$ cat config.mk
export PLATFORM = sky130hd
export DESIGN_NAME = dram_arbiter_flat
export DESIGN_NICKNAME = d
export VERILOG_FILES = /design/src/rtl/dram_arbiter_pkg.sv /design/src/rtl/dram_arbiter_if.sv /design/src/rtl/dram_arbiter.sv /design/src/flat_wrapper.sv
export SDC_FILE = /design/constraint.sdc
export NUM_CORES = 1
export LEC_CHECK = 0
export ABC_AREA = 0
export BUFFER_PORTS_ARGS = -buffer_cell sky130_fd_sc_hd__buf_4
export CORE_AREA = 2 2 121 123
export DETAILED_ROUTE_END_ITERATION = 6
export DIE_AREA = 0 0 123 125
export GPL_TIMING_DRIVEN = 0
export PLACE_DENSITY = 0.57
export SYNTH_ARGS = -nofsm -noshare
export SYNTH_HDL_FRONTEND = slang
export SYNTH_SLANG_ARGS = --single-unit
export TNS_END_PERCENT = 20
$ cat constraint.sdc
create_clock -name clk_i -period 2.5 [get_ports clk_i]
set_input_delay 0.25 -clock clk_i [delete_from_list [all_inputs] [get_ports clk_i]]
set_output_delay 0.25 -clock clk_i [all_outputs]
set_load 0.01 [all_outputs]
$ cat src/rtl/dram_arbiter_pkg.sv
`default_nettype none
// ============================================================================
// Module      : dram_arbiter_pkg
// Description : Shared CPU package. Holds the PC/ALU select enums used by the
//               core, plus the DRAM arbiter state encoding and requester
//               index constants.
// Ports       : none (package)
// Revision    : 1.0 - initial release
// ============================================================================
package dram_arbiter_pkg;

  typedef enum logic [1:0] {
    PC_SEL_PLUS4  = 2'd0,
    PC_SEL_BRANCH = 2'd1,
    PC_SEL_JUMP   = 2'd2,
    PC_SEL_TRAP   = 2'd3
  } pc_sel_t;

  typedef enum logic [2:0] {
    ALU_SEL_ADD = 3'd0,
    ALU_SEL_SUB = 3'd1,
    ALU_SEL_AND = 3'd2,
    ALU_SEL_OR  = 3'd3,
    ALU_SEL_XOR = 3'd4,
    ALU_SEL_SLT = 3'd5,
    ALU_SEL_SLL = 3'd6,
    ALU_SEL_SRL = 3'd7
  } alu_sel_t;

  // Arbiter ownership states; 2'b11 is unused and recovers to IDLE.
  typedef enum logic [1:0] {
    IDLE   = 2'd0,
    OWN_M0 = 2'd1,
    OWN_M1 = 2'd2
  } arb_state_t;

  localparam int REQ_CPU    = 0;  // bit 0: CPU data port
  localparam int REQ_DMA    = 1;  // bit 1: DMA / loader
  localparam int BEAT_CNT_W = 8;  // holds MAX_BURST up to 255

endpackage
`default_nettype wire

$ cat src/rtl/dram_arbiter_if.sv
`default_nettype none
// ============================================================================
// Module      : dram_arbiter_if
// Description : Requester-side bus of the DRAM arbiter (both requesters).
// Ports       : m_req_i/m_we_i/m_last_i  [1:0] per-requester request, write,
//               last beat; m0/m1 addr, write data, byte enables;
//               m_gnt_o, m_rd_valid_o [1:0]; rd_data_o shared read data.
//               modport master = requesters, modport slave = arbiter.
// Revision    : 1.0 - initial release
// ============================================================================
interface dram_arbiter_if #(
  parameter int XLEN = 32
);
  logic [1:0]      m_req_i;
  logic [1:0]      m_we_i;
  logic [1:0]      m_last_i;
  logic [XLEN-1:0] m0_addr_i;
  logic [XLEN-1:0] m1_addr_i;
  logic [XLEN-1:0] m0_wr_data_i;
  logic [XLEN-1:0] m1_wr_data_i;
  logic [3:0]      m0_byte_en_i;
  logic [3:0]      m1_byte_en_i;
  logic [1:0]      m_gnt_o;
  logic [1:0]      m_rd_valid_o;
  logic [XLEN-1:0] rd_data_o;

  modport master (
    output m_req_i, m_we_i, m_last_i, m0_addr_i, m1_addr_i,
           m0_wr_data_i, m1_wr_data_i, m0_byte_en_i, m1_byte_en_i,
    input  m_gnt_o, m_rd_valid_o, rd_data_o
  );

  modport slave (
    input  m_req_i, m_we_i, m_last_i, m0_addr_i, m1_addr_i,
           m0_wr_data_i, m1_wr_data_i, m0_byte_en_i, m1_byte_en_i,
    output m_gnt_o, m_rd_valid_o, rd_data_o
  );
endinterface
`default_nettype wire

$ cat src/rtl/dram_arbiter.sv
`default_nettype none
// ============================================================================
// Module      : dram_arbiter
// Description : Two-requester round-robin DRAM port arbiter with burst
//               ownership, MAX_BURST fairness cap and tagged read return.
// Ports       : clk_i, rst_n_i (async active-low); bus (dram_arbiter_if
//               slave: requests, grants, read valid/data); dram_rd_addr_o,
//               dram_wr_addr_o, dram_wr_data_o, dram_wr_byte_en_o to DRAM;
//               dram_rd_data_i from DRAM (1-cycle synchronous latency).
// Revision    : 1.0 - initial release
// ============================================================================
module dram_arbiter
  import dram_arbiter_pkg::*;
#(
  parameter int XLEN      = 32,
  parameter int MAX_BURST = 16
) (
  input  logic              clk_i,
  input  logic              rst_n_i,
  dram_arbiter_if.slave     bus,
  output logic [XLEN-1:0]   dram_rd_addr_o,
  output logic [XLEN-1:0]   dram_wr_addr_o,
  output logic [XLEN-1:0]   dram_wr_data_o,
  output logic [3:0]        dram_wr_byte_en_o,
  input  logic [XLEN-1:0]   dram_rd_data_i
);

  localparam logic [BEAT_CNT_W-1:0] BURST_MAX = BEAT_CNT_W'(MAX_BURST);

  arb_state_t            state, state_nxt;
  logic                  rr, rr_nxt;          // index of requester served last
  logic [BEAT_CNT_W-1:0] beat_cnt, beat_cnt_nxt;
  logic [1:0]            rd_tag, rd_tag_nxt;  // which requester a read returns to

  logic [1:0]            gnt;
  logic [1:0]            accept;
  logic                  owner;
  logic                  other;
  logic                  release_own;
  logic [BEAT_CNT_W-1:0] cnt_inc;
  logic [XLEN-1:0]       sel_addr;
  logic [XLEN-1:0]       sel_wdata;
  logic [3:0]            sel_be;

  // Grant is a pure decode of the state register.
  always_comb begin
    gnt = 2'b00;
    case (state)
      OWN_M0:  gnt = 2'b01;
      OWN_M1:  gnt = 2'b10;
      default: gnt = 2'b00;
    endcase
  end

  assign owner  = (state == OWN_M1);
  assign other  = ~owner;
  assign accept = bus.m_req_i & gnt;

  // Beat count including the beat accepted this cycle, saturating. Using the
  // post-accept count lets the grant drop right after the MAX_BURST-th beat.
  assign cnt_inc = (|accept && beat_cnt != BURST_MAX) ? beat_cnt + 1'b1 : beat_cnt;

  always_comb begin
    state_nxt    = state;
    rr_nxt       = rr;
    beat_cnt_nxt = cnt_inc;
    release_own  = 1'b0;
    case (state)
      IDLE: begin
        beat_cnt_nxt = '0;
        if (bus.m_req_i == 2'b11)
          state_nxt = rr ? OWN_M0 : OWN_M1;
        else if (bus.m_req_i[REQ_CPU])
          state_nxt = OWN_M0;
        else if (bus.m_req_i[REQ_DMA])
          state_nxt = OWN_M1;
      end
      OWN_M0, OWN_M1: begin
        release_own = (|accept && bus.m_last_i[owner])
                    || !bus.m_req_i[owner]
                    || (cnt_inc == BURST_MAX && bus.m_req_i[other]);
        if (release_own) begin
          rr_nxt       = owner;
          beat_cnt_nxt = '0;
          // Hand over directly when the other side is waiting.
          if (bus.m_req_i[other])
            state_nxt = owner ? OWN_M0 : OWN_M1;
          else
            state_nxt = IDLE;
        end
      end
      default: begin
        state_nxt    = IDLE;
        beat_cnt_nxt = '0;
      end
    endcase
  end

  assign rd_tag_nxt = accept & ~bus.m_we_i;

  always_ff @(posedge clk_i or negedge rst_n_i) begin
    if (!rst_n_i) begin
      state    <= IDLE;
      rr       <= 1'b1;  // "m1 served last" so m0 wins the first tie
      beat_cnt <= '0;
      rd_tag   <= 2'b00;
    end else begin
      state    <= state_nxt;
      rr       <= rr_nxt;
      beat_cnt <= beat_cnt_nxt;
      rd_tag   <= rd_tag_nxt;
    end
  end

  // DRAM side follows the owner; forced to zero while idle.
  always_comb begin
    sel_addr  = '0;
    sel_wdata = '0;
    sel_be    = 4'b0000;
    if (state == OWN_M0) begin
      sel_addr  = bus.m0_addr_i;
      sel_wdata = bus.m0_wr_data_i;
      sel_be    = bus.m0_byte_en_i;
    end else if (state == OWN_M1) begin
      sel_addr  = bus.m1_addr_i;
      sel_wdata = bus.m1_wr_data_i;
      sel_be    = bus.m1_byte_en_i;
    end
  end

  assign dram_rd_addr_o    = sel_addr;
  assign dram_wr_addr_o    = sel_addr;
  assign dram_wr_data_o    = sel_wdata;
  assign dram_wr_byte_en_o = (|(accept & bus.m_we_i)) ? sel_be : 4'b0000;

  assign bus.m_gnt_o      = gnt;
  assign bus.m_rd_valid_o = rd_tag;
  assign bus.rd_data_o    = (|rd_tag) ? dram_rd_data_i : '0;

endmodule
`default_nettype wire

$ cat src/flat_wrapper.sv
// flat-port wrapper written by rule: the top's interface ports become plain ports
module dram_arbiter_flat import dram_arbiter_pkg::*;
#(
  parameter int XLEN      = 32,
  parameter int MAX_BURST = 16
)
  (clk_i, rst_n_i, dram_rd_addr_o, dram_wr_addr_o, dram_wr_data_o, dram_wr_byte_en_o, dram_rd_data_i, bus_m_req_i, bus_m_we_i, bus_m_last_i, bus_m0_addr_i, bus_m1_addr_i, bus_m0_wr_data_i, bus_m1_wr_data_i, bus_m0_byte_en_i, bus_m1_byte_en_i, bus_m_gnt_o, bus_m_rd_valid_o, bus_rd_data_o);
  dram_arbiter_if #(.XLEN(XLEN)) bus_i ();
  input  logic clk_i;
  input  logic rst_n_i;
  output logic [XLEN-1:0] dram_rd_addr_o;
  output logic [XLEN-1:0] dram_wr_addr_o;
  output logic [XLEN-1:0] dram_wr_data_o;
  output logic [3:0] dram_wr_byte_en_o;
  input  logic [XLEN-1:0] dram_rd_data_i;
  input wire logic [$bits(bus_i.m_req_i)-1:0] bus_m_req_i;
  input wire logic [$bits(bus_i.m_we_i)-1:0] bus_m_we_i;
  input wire logic [$bits(bus_i.m_last_i)-1:0] bus_m_last_i;
  input wire logic [$bits(bus_i.m0_addr_i)-1:0] bus_m0_addr_i;
  input wire logic [$bits(bus_i.m1_addr_i)-1:0] bus_m1_addr_i;
  input wire logic [$bits(bus_i.m0_wr_data_i)-1:0] bus_m0_wr_data_i;
  input wire logic [$bits(bus_i.m1_wr_data_i)-1:0] bus_m1_wr_data_i;
  input wire logic [$bits(bus_i.m0_byte_en_i)-1:0] bus_m0_byte_en_i;
  input wire logic [$bits(bus_i.m1_byte_en_i)-1:0] bus_m1_byte_en_i;
  output wire logic [$bits(bus_i.m_gnt_o)-1:0] bus_m_gnt_o;
  output wire logic [$bits(bus_i.m_rd_valid_o)-1:0] bus_m_rd_valid_o;
  output wire logic [$bits(bus_i.rd_data_o)-1:0] bus_rd_data_o;
  assign bus_i.m_req_i = bus_m_req_i;
  assign bus_i.m_we_i = bus_m_we_i;
  assign bus_i.m_last_i = bus_m_last_i;
  assign bus_i.m0_addr_i = bus_m0_addr_i;
  assign bus_i.m1_addr_i = bus_m1_addr_i;
  assign bus_i.m0_wr_data_i = bus_m0_wr_data_i;
  assign bus_i.m1_wr_data_i = bus_m1_wr_data_i;
  assign bus_i.m0_byte_en_i = bus_m0_byte_en_i;
  assign bus_i.m1_byte_en_i = bus_m1_byte_en_i;
  assign bus_m_gnt_o = bus_i.m_gnt_o;
  assign bus_m_rd_valid_o = bus_i.m_rd_valid_o;
  assign bus_rd_data_o = bus_i.rd_data_o;
  dram_arbiter #(.XLEN(XLEN), .MAX_BURST(MAX_BURST)) u_core (.clk_i(clk_i), .rst_n_i(rst_n_i), .bus(bus_i), .dram_rd_addr_o(dram_rd_addr_o), .dram_wr_addr_o(dram_wr_addr_o), .dram_wr_data_o(dram_wr_data_o), .dram_wr_byte_en_o(dram_wr_byte_en_o), .dram_rd_data_i(dram_rd_data_i));
endmodule
==> results of run 1 <==
[metal layers]
| metal | wire length, µm | GRT usage (%) |
|---|---|---|
| met5 | 0 | 0 |
| met4 | 107 | 2.54 |
| met3 | 2070 | 8.76 |
| met2 | 6630 | 29.2 |
| met1 | 5570 | 20.0 |
[power by group through the flow]
stage	Clock, mW	Sequential [mW]	Combinational [mW]
floorplan	0	0.275	1.70
global placement	0	0.280	3.41
detailed placement	0	0.283	3.42
CTS	0.312	0.281	3.49
global route	0.319	0.291	3.76
finish	0.304	0.284	3.48
[what timing repair did]
item | 4_1_cts | 5_1_grt
gates resized for setup | 20 | 13
setup buffers | 1 | 0
hold buffers | 1 | 0
setup endpoints to repair | 105 | 90
pin swaps | 1 | 0
hold endpoints to repair | 12 | 0
[final timing paths]
path                                 start                          to  slack [ns]  cells after the start
max in group asynchronous          rst_n_i                   u_core.rr        1.87                      2
max                        u_core.state[1]           dram_wr_addr_o[6]        0.11                      8
min                          bus_m_we_i[1]  u_core.bus.m_rd_valid_o[1]        0.18                      2
min in group asynchronous          rst_n_i          u_core.beat_cnt[0]        0.39                      2
min reg2reg                u_core.state[1]             u_core.state[1]        0.56                      1
max reg2reg                u_core.state[0]             u_core.state[1]        0.16                      8
[final cells by class]
cell class / instances / share of cell area (%)
Clock buffer: 4 / 1.63
Multi-Input combinational cell: 189 / 30.1
Inverter: 9 / 0.699
Sequential cell: 13 / 6.80
Tap cell: 184 / 4.76
Buffer: 54 / 7.71
Timing Repair Buffer: 311 / 48.3
[Yosys cell counts (all sizes together)]
library cell	instances	area (µm²)
a31oi	1	6.26
inv	9	33.8
a22o	66	578
nand4bb	1	27.5
a2111o	1	11.3
a22oi	4	43.8
nor3b	1	7.51
xnor2	2	17.5
clkbuf	14	52.6
a21oi	6	30.0
o211ai	2	15.0
a32o	1	10.0
or2	1	8.76
o21ai	9	45.0
a2111oi	1	27.5
a311o	1	10.0
nand4	4	25.0
o41ai	1	16.3
nand2	9	33.8
o31ai	1	7.51
nand2b	2	12.5
xor2	4	35.0
nor2	19	71.3
ha	8	100
mux2i	3	30.0
nor2b	34	213
nor3	2	15.0
a21boi	1	7.51
dfrtp	12	300
and3	2	12.5
o41a	1	11.3
or3	1	6.26
buf	41	290
dfstp	1	26.3
[state kept, by name (all words and copies together), names as in the netlist]
register / flops
u_core.state: 2
u_core.beat_cnt: 8
u_core.rr: 1
u_core.bus.m_rd_valid_o: 2
[metrics by stage]
| stage | power, mW | utilization (%) |
|---|---|---|
| 2_1_floorplan | 1.98 | - |
| 3_3_place_gp | 3.69 | 33.0 |
| 3_5_place_dp | 3.70 | 33.0 |
| 4_1_cts | 4.08 | 33.9 |
| 5_1_grt | 4.37 | 34.0 |
| 6_report | 4.07 | 34.0 |
[cells by family after synthesis]
family	share of synthesized area [%]
compound gates	38.3
simple gates	20.2
buf+inv	17.6
flops	15.3
fa+ha+maj	4.68
xor+xnor	2.46
mux	1.40
==> run metrics, run 1 <==
cell repeated most along the worst path buf_4; die width 123 µm; first-pass GRT wire length 19.9 mm; critical path startpoint category flop; Routed Antenna Nets 0; Slew headroom 73.3%; crit path max fanout 10; CTS root buf clkbuf_16; synthesized area 2140 µm²; TritonCTS clock tree yes; internal power 2.25 mW; vias in the first global route 3370; pwr dens 841 nW/µm²; dpl cell area 4690 µm²; fraction of layout cells with a size suffix above 1 64.7%; Logic pwr share 85.5%; P_leak 2.60 nW; worst path bufs/invs 5; Clock Latency Late Sink 0.25 ns; max_cap viols 0; register area 329 µm²; DRC 0; Starting Density 15.1%; total routed wirelength 14.4 mm; Crit path max-delay family buffers and inverters; RSZ-0062 raised after global routing yes; outcome finished clean; Synth Instances 266; DR iter-0 viols 113; Place WS -0.449 ns; Setup Viol. Count Final 0; sequential share of the synthesized area 15.3%; max incr delay on CP 0.43 ns; crit-path cells inv_1 -> ha_1 -> buf_4 -> nor2b_4 -> clkbuf_4 -> a22o_1 -> buf_4 -> buf_4; clk slew on worst S/H paths 0.05 ns; synthesis-stage register bit count 13; Slew @ Worst Pin 0.396 ns; final hold vios 0; commonest non-fill, non-tap cells in the layout buf_4, a22o_1, nor2b_1; Switch Pwr 1.81 mW; dpl cells 759; fin area 4840 µm²; fill count 1532; total gr overflow 0; Post-Syn Nets 450; hpwl dp 12.6 mm; total CTS buffers 3; Vert. Die Dim 125 µm; clock share of power 7.5%; CP required 2.25 ns; clk_skew 0.00609 ns; Avg Inst Size Synth 8.04 µm²; Worst Setup Slack, final 0.106 ns; Finished Layout Cells 764; Area Overhead vs Synth 126%; I/O Buffers 309; RePlAce Congestion 0.932; Peak VDD IR 0.000348 V; row cnt 44; NumNets Final 765; drt first pass iters 4; CTS Buffer Depth 2; maximum clock frequency 0.418 GHz; num ports 312; Vias/cell 4.29; Switching Fraction 44.6%; yosys warns 0; initial antenna violation count 0; most common cell after layout, fill and taps aside buf_4; Max stage delay cell, worst path dfrtp_2; Core ar. 14200 µm²; hold crit path type primary input to flop; Seq pwr share 7.0%; GRT Total Usage 17.3%; wire length per cell 18.8 µm; largest net degree at the start of global routing 14; H-tree Lvls 1; Worst Path Arrival 2.14 ns; crit path time final 2.39 ns; clk sinks 13; area of the multi-input gates 1450 µm²; die area 15400 µm²; fin crit share 95.8%; Slew Viols, Final 0; diode count 0; crit path kind flop to output port; routed vias 3275; kind of end point of the critical path output port; synth unique cells 40; Fin Hold WS 0.185 ns; TNS Setup 0 ns
Note: power is estimated with default switching activity, not from simulation.
==> inputs of run 2 (changes only) <==
BUFFER_PORTS_ARGS = -buffer_cell sky130_fd_sc_hd__buf_2   (was -buffer_cell sky130_fd_sc_hd__buf_4)
==> run 2 against run 1 <==
- combinational power is 14% lower
- clock power hardly changed
- critical path type unchanged
- first-iteration DRC count is 1.8% lower
- critical endpoint is now dram_wr_addr_o[2]
- register-to-register slack hardly changed
- count of clock-buffer cells in the layout stayed put
==> run metrics, run 2 (synthesis gave the netlist of run 1 again) <==
row cnt 44; total routed wirelength 13.2 mm; Largest register FFs 8; Clock Latency Late Sink 0.24 ns; NumNets Final 765; outcome finished clean; largest net degree at the start of global routing 14; critical path startpoint category flop; Peak VDD IR 0.000390 V; die width 123 µm; drt first pass iters 5; I/O Buffers 309; initial antenna violation count 0; Slew Viols, Final 0; Worst Setup Slack, final 0.112 ns; P_leak 2.43 nW; kind of end point of the critical path output port; DR iter-0 viols 111; TritonCTS clock tree yes; crit path max fanout 10; vias in the first global route 2967; fin crit share 95.5%; total CTS buffers 3; Area Overhead vs Synth 91.1%; Starting Density 15.1%; hpwl dp 11.6 mm; CTS root buf clkbuf_16; worst path bufs/invs 5; Power Total 3.59 mW; hold crit path type primary input to flop; routed vias 3246; H-tree Lvls 1; Max stage delay cell, worst path dfrtp_2; cell repeated most along the worst path buf_4; clk_skew 0.00197 ns; Setup Viol. Count Final 0; Vert. Die Dim 125 µm; commonest non-fill, non-tap cells in the layout buf_2, a22o_1, buf_4; DRC 0; CTS Buffer Depth 2; die area 15400 µm²; Core ar. 14200 µm²; GRT Total Usage 15.4%; Routed Antenna Nets 0; first-pass GRT wire length 17.8 mm; clk sinks 13; RePlAce Congestion 0.881; most common cell after layout, fill and taps aside buf_2; diode count 0; pwr dens 879 nW/µm²; Slew @ Worst Pin 0.421 ns; crit-path cells inv_1 -> ha_1 -> buf_4 -> clkbuf_2 -> a22o_2 -> buf_4 -> buf_2; CP required 2.25 ns; max incr delay on CP 0.44 ns; Vias/cell 4.25; RSZ-0062 raised after global routing yes; crit path time final 2.39 ns; clk slew on worst S/H paths 0.05 ns; Worst Path Arrival 2.14 ns; Place WS -0.520 ns; crit path kind flop to output port; maximum clock frequency 0.419 GHz; Top reg by flops u_core.beat_cnt; num ports 312; total gr overflow 0; final hold vios 0; Slew headroom 72.0%; max_cap viols 0; fraction of layout cells with a size suffix above 1 64.7%; Crit path max-delay family buffers and inverters; wire length per cell 17.3 µm
[run 2: cell count changes in the layout (fill, tap and decap cells not counted), sizes merged]
cell,delta
buf,+1
clkbuf,-1
[run 2: power by group]
part           switching (mW)  internal [mW]
Clock                  0.0897          0.215
Combinational            1.62           1.38
Sequential             0.0369          0.248
Total                    1.75           1.84
[run 2: area by class of cell]
class	instances	area (µm²)
plain buffers	54	383
fillers	1571	10100
inverters	9	33.8
well taps	184	230
flip-flops and latches	13	328
clock buffers	4	78.8
multi-input cells	189	1470
repair buffers	311	1560
[run 2: stage by stage]
stage	cell area [µm²]	setup TNS [ns]	utilization [%]	cells	hold WS, ns
after floorplan	2140	0	-	266	-0.0456
after global placement	3920	-25.49	27.6	759	0.156
after detailed placement	3920	-26.12	27.6	759	0.159
after CTS	4060	0	28.6	763	0.189
after global routing	4090	-0.0536	28.8	764	0.205
final	4090	0	28.8	764	0.196
[run 2: worst paths after layout]
kind                                 startpoint                          to  slack (ns)  cells past startpoint
worst max-delay path            u_core.state[1]           dram_wr_addr_o[2]        0.11                      7
worst min-delay path              bus_m_we_i[0]  u_core.bus.m_rd_valid_o[0]        0.20                      2
worst max register to register  u_core.state[0]             u_core.state[1]        0.16                      8
worst min register to register  u_core.state[1]             u_core.state[1]        0.59                      1
max in group asynchronous               rst_n_i                   u_core.rr        1.79                      2
min in group asynchronous               rst_n_i          u_core.beat_cnt[4]        0.43                      2
[run 2: what timing repair did]
action	4_1_cts	5_1_grt
setup endpoints to repair	102	64
resized for setup	25	11
hold buffers	1	0
hold endpoints to repair	12	0
pin swaps	0	1
setup buffers	0	1
[run 2: metal layers]
metal	global-route usage [%]	wire, µm
met1	19.1	5410
met2	25.3	5890
met3	6.93	1820
met4	1.94	81
met5	0	0
